`src/rtl/apb_reg_bridge.sv`:
```
`timescale 1ns/1ps
// apb_reg_bridge
//   APB3 slave that forwards each transfer to a register block over a
//   req/ack handshake. Wait states are inserted until the register side
//   acknowledges. Out-of-range addresses and handshake timeouts are reported
//   on PSLVERR_o. Back-to-back transfers are accepted with no dead cycle.
//
// Ports
//   PCLK_i, PRESET_N_i         clock, asynchronous active-low reset
//   PSEL_i, PENABLE_i          APB select / access phase
//   PADDR_i, PWRITE_i, PWDATA_i  APB address, direction, write data
//   PRDATA_o, PREADY_o, PSLVERR_o  APB read data, completion, error
//   REG_REQ_o, REG_WR_o        register request (held until ack), direction
//   REG_ADDR_o, REG_WDATA_o    register address and write data
//   REG_RDATA_i, REG_ACK_i     register read data, one-cycle acknowledge
module apb_reg_bridge #(
  parameter int ADDR_WIDTH = 8,
  parameter int DATA_WIDTH = 8,
  parameter int NUM_REGS   = 8,
  parameter int TIMEOUT    = 16
) (
  input  logic                  PCLK_i,
  input  logic                  PRESET_N_i,
  input  logic                  PSEL_i,
  input  logic                  PENABLE_i,
  input  logic [ADDR_WIDTH-1:0] PADDR_i,
  input  logic                  PWRITE_i,
  input  logic [DATA_WIDTH-1:0] PWDATA_i,
  output logic [DATA_WIDTH-1:0] PRDATA_o,
  output logic                  PREADY_o,
  output logic                  PSLVERR_o,
  output logic                  REG_REQ_o,
  output logic                  REG_WR_o,
  output logic [ADDR_WIDTH-1:0] REG_ADDR_o,
  output logic [DATA_WIDTH-1:0] REG_WDATA_o,
  input  logic [DATA_WIDTH-1:0] REG_RDATA_i,
  input  logic                  REG_ACK_i
);

  localparam int CNT_W = $clog2(TIMEOUT);
  localparam logic [CNT_W-1:0] CNT_LAST = CNT_W'(TIMEOUT - 1);
  // One extra bit so NUM_REGS == 2**ADDR_WIDTH is representable.
  localparam logic [ADDR_WIDTH:0] NUM_REGS_W = (ADDR_WIDTH + 1)'(NUM_REGS);

  typedef enum logic [1:0] {IDLE, REQ, RESP, ERR} state_t;

  state_t           state;
  logic [CNT_W-1:0] cnt;
  logic             addr_err;

  assign addr_err = ({1'b0, PADDR_i} >= NUM_REGS_W);

  always_ff @(posedge PCLK_i or negedge PRESET_N_i) begin
    if (!PRESET_N_i) begin
      state       <= IDLE;
      cnt         <= '0;
      PRDATA_o    <= '0;
      PREADY_o    <= 1'b0;
      PSLVERR_o   <= 1'b0;
      REG_REQ_o   <= 1'b0;
      REG_WR_o    <= 1'b0;
      REG_ADDR_o  <= '0;
      REG_WDATA_o <= '0;
    end else begin
      case (state)
        IDLE: begin
          if (PSEL_i && !PENABLE_i) begin
            REG_ADDR_o  <= PADDR_i;
            REG_WR_o    <= PWRITE_i;
            REG_WDATA_o <= PWDATA_i;
            cnt         <= '0;
            if (addr_err) begin
              // Address errors complete with zero wait states, no request.
              state     <= ERR;
              PREADY_o  <= 1'b1;
              PSLVERR_o <= 1'b1;
              PRDATA_o  <= '0;
            end else begin
              state     <= REQ;
              REG_REQ_o <= 1'b1;
            end
          end
        end
        REQ: begin
          if (!PSEL_i) begin
            // Master abandoned the transfer: withdraw silently.
            REG_REQ_o <= 1'b0;
            state     <= IDLE;
          end else if (REG_ACK_i) begin
            // Ack takes priority over a coincident timeout.
            REG_REQ_o <= 1'b0;
            if (!REG_WR_o) PRDATA_o <= REG_RDATA_i;
            PREADY_o  <= 1'b1;
            PSLVERR_o <= 1'b0;
            state     <= RESP;
          end else if (cnt == CNT_LAST) begin
            REG_REQ_o <= 1'b0;
            PREADY_o  <= 1'b1;
            PSLVERR_o <= 1'b1;
            PRDATA_o  <= '0;
            state     <= ERR;
          end else begin
            cnt <= cnt + CNT_W'(1);
          end
        end
        RESP, ERR: begin
          PREADY_o  <= 1'b0;
          PSLVERR_o <= 1'b0;
          state     <= IDLE;
        end
        default: state <= IDLE;
      endcase
    end
  end

endmodule

```
`config.mk`:
```
export PLATFORM = sky130hd
export DESIGN_NAME = apb_reg_bridge
export DESIGN_NICKNAME = d
export VERILOG_FILES = /design/src/rtl/apb_reg_bridge.sv
export SDC_FILE = /design/constraint.sdc
export NUM_CORES = 1
export LEC_CHECK = 0
export CAP_MARGIN = 20
export CORE_ASPECT_RATIO = 0.75
export CORE_UTILIZATION = 36
export CTS_CLUSTER_DIAMETER = 80
export DETAILED_ROUTE_END_ITERATION = 16
export PLACE_DENSITY = 0.78
export REMOVE_ABC_BUFFERS = 1
export SKIP_LAST_GASP = 1
export SLEW_MARGIN = 20
export SYNTH_ARGS = -nofsm -noshare
export SYNTH_HDL_FRONTEND = slang
export SYNTH_SLANG_ARGS = --single-unit
```
`constraint.sdc`:
```
create_clock -name PCLK_i -period 1.7 [get_ports PCLK_i]
set_input_delay 0.255 -clock PCLK_i [delete_from_list [all_inputs] [get_ports PCLK_i]]
set_output_delay 0.255 -clock PCLK_i [all_outputs]
set_load 0.02 [all_outputs]
```
; ---- Yosys cells after proc, flatten, opt, wreduce, memory -nomap -nowiden
; Index checks and enable logic that the tools add are counted.
[totals]
ff_bits = 34
latchBits = 0
mem_bits_rw = 0
mem_bits_ro = 0
output_inout_bits = 28
word_cells = 68
mem_count = 0
[classes]
addsub = 1
n_mul = 0
n_div = 0
magnitude_cmp = 1
eq_ne = 13
n_shift = 0
muxes = 33
bitwise = 0
reduce_logical = 11
[ops]
columns = op, n
row1 = $mux 8, 6
row2 = $mux 4, 4
row3 = $pmux 8 s2, 1
row4 = $mux 1, 12
row5 = $ne 2x2->1 const B, 6
row6 = $mux 2, 5
row7 = $ge 8x4->1 const B, 1
row8 = $pmux 4 s2, 1
row9 = $reduce_and 4->1, 2
row10 = $ne 3x3->1 const B, 2
row11 = $pmux 1 s3, 2
row12 = $pmux 2 s3, 1
row13 = $reduce_and 6->1, 1
row14 = $reduce_and 5->1, 1
row15 = $add 4x1->4 const B, 1
row16 = $eq 2x2->1 const B, 2
row17 = $eq 4x4->1 const B, 1
row18 = $ne 4x4->1 const B, 1
row19 = $reduce_and 2->1, 2
row20 = $eq 2x1->1 const B, 1
row21 = $logic_not 2->1, 1
row22 = $pmux 1 s2, 1
row23 = $reduce_bool 2->1, 1
row24 = $reduce_or 2->1, 1
row25 = other kinds (2), 2

; ---- Longest topological paths before layout
[logic_depth]
ltp_word = 5
depth_mapped = 5
mapped_depth_nobuf = 5

; ---- Least setup slack after synthesis
; Ideal clock, no wire load.
[synth_timing]
path_type = register to register
startpoint = register state[0]
endpoint = register REG_ADDR_o[0]
setup_time_ns = 0.127
t_arrival_ns = 1.404
path_slack_ns = 0.169
path_stages_with_launch = 5
cell_sequence = dfrtp_1 > nor4b_2 > buf_6 > buf_8 > mux2_1
[synth_via]
elab_chain_len = 2
[synth_lines]
columns = element, line_no
row1 = start: declaration, 47  ; state_t state;
row2 = start signal: assignment, 55  ; state <= IDLE;
row3 = start signal: assignment, 74  ; state <= ERR;
row4 = start signal: assignment, 79  ; state <= REQ;
row5 = $logic_not 2->1, 65  ; case (state)
row6 = $reduce_and 2->1 (no source line), --
row7 = end signal: assignment, 68  ; REG_ADDR_o <= PADDR_i;
row8 = end: declaration, 34  ; output logic [ADDR_WIDTH-1:0] REG_ADDR_o,
; Every way passes these cells.
; A chain may end at the register's enable or synchronous reset.

; ---- Worst setup path in the final report
[layout_timing]
startpoint = input PADDR_i[7]
endpoint = register PRDATA_o[7]
[layout_via]
elab_chain_len = 3
[layout_lines]
columns = element, line_no
row1 = start: declaration, 26  ; input logic [ADDR_WIDTH-1:0] PADDR_i,
row2 = $ge 8x4->1, 51  ; assign addr_err = ({1'b0, PADDR_i} >= NUM_REGS_W);
row3 = $ne 2x2->1 (no source line), --
row4 = $reduce_and 6->1 (no source line), --
row5 = end signal: assignment, 92  ; if (!REG_WR_o) PRDATA_o <= REG_RDATA_i;
row6 = end: declaration, 29  ; output logic [DATA_WIDTH-1:0] PRDATA_o,
; Every way passes these cells.

==> metrics.md <==
| Metric | Value |
|---|---|
| WL/cell | between 10 and 15 um |
| Worst path bufs/invs | 1 |
| Synthesized flop and latch total | 34 |
| Min Hold Slack | around 380 ps |
| Global Route met2 Usage | 27.4% |
| I/O pin cnt | slightly below 60 |
| Num CTS Buffers | 5 |
| Initial DRT Pass Iterations | 4 |
| Largest net degree at the start of global routing | 35 |
| DR iter-0 viols | 24 |
| GRT overflow | 0 |
| Final ANT Viol Nets | 0 |
| Ant diodes | 0 |
| CP required | between 1500 and 2000 ps |
| Slowest Stage Delay on Critical Path | 440 ps |
| Total wire length | 3360 um |
| Final setup viols | 0 |
| Data arrival, critical path | roughly 1800 ps |
| I/O Buffers | 57 |
| Tot Pwr | 2680 uW |
| Hold_buf cts | 0 |
| Post-synthesis sequential area ratio | 56.0% |
| Detailed placement HPWL | 2540 um |
| Routing usage on met3 | 3.62% |
| Worst min path class | in2async |
| Final core utilization | 57.7% |
| Worst Tran Pin Value | 415 ps |
| Nature of the critical path endpoint | flop |
| Final hold violations | 0 |
| RSZ-0062 raised after global routing | no |
| Post-CTS Setup Bufs | 0 |
| CTS root buf | clkbuf_8 |
| # DRC | 0 |
| Final #Nets | 205 |
| Routed vias | 1,089 |
| Startpoint Class | input pin |
| Post-Place Worst Slack | -201 ps |
| Leak | 0.00105 uW |
| Cells on worst reg2reg path | 4 |
| Minimum clock period | roughly 1600 ps |
| Gr usage total | 16.3% |
| RePlAce Congestion | between 0.7 and 0.8 |
| Global route hottest layer | met2 |
| Rows | 20 |
| Synth-to-Final Area Change | 54.1% |
| CTS H-tree lvls | 2 |
| Post-route cell area | 2340 um2 |
| Proportion of layout cells with a drive suffix above 1 | 22.9% |
| PwrDens | 1140 nW/um2 |
| Post-CTS sizing | 0 |
| Worst-path maximum fanout | 8 |
| Commonest non-fill, non-tap cell in the layout | clkdlybuf4s50_1 |
| Crit Path Class | in2reg |
| Initial antenna violation count | 0 |
| Met1 global-route usage | about 20% |
| F_max | around 630 MHz |
| Worst r2r src | state[0] |
| Clock sink count | 34 |
| Slowest cell on the critical path | clkdlybuf4s50_1 |
| Core area | 4050 um2 |
| Critical-path cell list | clkdlybuf4s50_1, nor3_1, nand3_1, nand4b_4, mux2_4 |
| Vias in the first global route | 1,146 |
| Max IR drop VDD | 0.544 mV |
| Yosys warnings | 0 |
| Count of pins over their slew limit | 0 |
| Post-DP Area | roughly 2200 um2 |
| Cell family with most CP delay | simple AND/OR/NAND/NOR gates |
| Max_slew headroom | 72.3% |
| Max-Cap Viols | 0 |
| Worst R2R End | PRDATA_o[7] |
| Flop2flop setup slack | 160 ps |
| Die area | 4490 um2 |
| Final worst-path cycle share | 93.7% |
| Netlist Area Pre-Place | 1520 um2 |
| Clk pin slew, worst setup/hold paths | 70 ps |
| Unique cell type count in the Yosys netlist | 30 |
| Avg Synthesized Cell Area | 14.2 um2 |
| Final worst slack | 107 ps |
| Worst-Skew Late Latency | 290 ps |
| Die height | 58.3 um |
| Synth Instances | around 110 |
| Status | finished clean |
| TritonCTS clock tree | yes |
| First-pass GRT wire length | about 5500 um |
| Die width | about 77 um |
| Clk buf depth | 2 |
| Initial Util | 37.5% |
| Clk_skew | 5.61 ps |
| Most frequent cells in the layout | clkdlybuf4s50_1 (57), dfrtp_1 (34), mux2_2 (11), and3_1 (10) |
| DR vias/cell | 4.73 |
[metrics by stage]
step                      TNS, ps  std cells
after floorplan            -10840        103
after global placement      -1650        222
after detailed placement    -2550        222
after CTS                       0        230
after global routing            0        230
final                           0        230
[layer usage]
metal	vias to the layer above	routed length (um)
met5	-	0
met4	0	61
met3	6	142
met2	28	1710
met1	531	1450
li1	524	-
[kinds of logic (layout without fill, tap and decap cells)]
kind of cell | count (synthesis) | after routing | synth area share [%]
fa+ha+maj | 1 | 1 | 0.824
simple gates | 31 | 31 | 14.2
buf+inv | 4 | 72 | 2.22
mux | 27 | 27 | 22.0
xor+xnor | 1 | 1 | 0.577
compound gates | 9 | 9 | 4.20
flops | 34 | 34 | 56.0
[state kept, by name, indices dropped and copies added (netlist names)]
register and cells:
PRDATA_o 8, REG_ADDR_o 8, REG_WDATA_o 8, cnt 4, state 2, PREADY_o 1, PSLVERR_o 1, REG_REQ_o 1
REG_WR_o 1
[how the worst max path moves through the flow]
stage                    start     endpoint  slack (ps)  cells after the start
floorplan             state[0]       cnt[0]        -550                      3
global placement    PADDR_i[6]  PRDATA_o[0]        -140                      5
detailed placement  PADDR_i[7]  PRDATA_o[7]        -200                      5
CTS                     cnt[1]  PRDATA_o[7]         110                      5
global route        PADDR_i[7]  PRDATA_o[0]          10                      5
finish              PADDR_i[7]  PRDATA_o[7]         110                      5
[layout make-up]
cell class	count	area [um2]
clock buffers	5	68.8
multi-input cells	69	648
repair buffers	64	636
fillers	345	1710
flip-flops and latches	34	851
well taps	55	68.8
clock inverters	3	68.8
[power by group]
| part | internal [uW] | total, uW | switching (uW) |
|---|---|---|---|
| registers | 950 | 1030 | 84.5 |
| clock network | 587 | 883 | 296 |
| logic | 424 | 762 | 339 |
[synth_stat cells]
cell,number,share of area (%)
a31oi_1,1,0.41
nand2_2,1,0.41
a21oi_1,3,0.99
and3b_1,1,0.58
nor3_1,1,0.33
buf_6,1,0.74
a22o_1,2,1.2
mux2_1,8,5.9
or2_1,1,0.41
nor2_1,3,0.74
o21ai_1,1,0.33
nor3b_2,1,0.82
a21o_1,1,0.49
nor4b_2,1,0.99
mux2_2,11,8.2
ha_1,1,0.82
nand2b_1,3,1.2
nand2_1,1,0.25
clkbuf_1,2,0.49
xor2_1,1,0.58
nand4_1,2,0.82
buf_8,1,0.99
nand3b_1,1,0.49
and3_1,10,4.1
nand4b_4,1,1.6
nor2b_1,1,0.41
mux2_4,8,7.9
nand3_1,3,0.99
a31oi_2,1,0.82
dfrtp_1,34,56
[worst reg2reg max path, stage by stage (launching register included)]
cell and delay [ps]:
dfrtp_1 480, nand2b_1 150, nand3b_1 120, nand4b_4 320, mux2_4 360
Note: power is estimated with default switching activity, not from simulation.
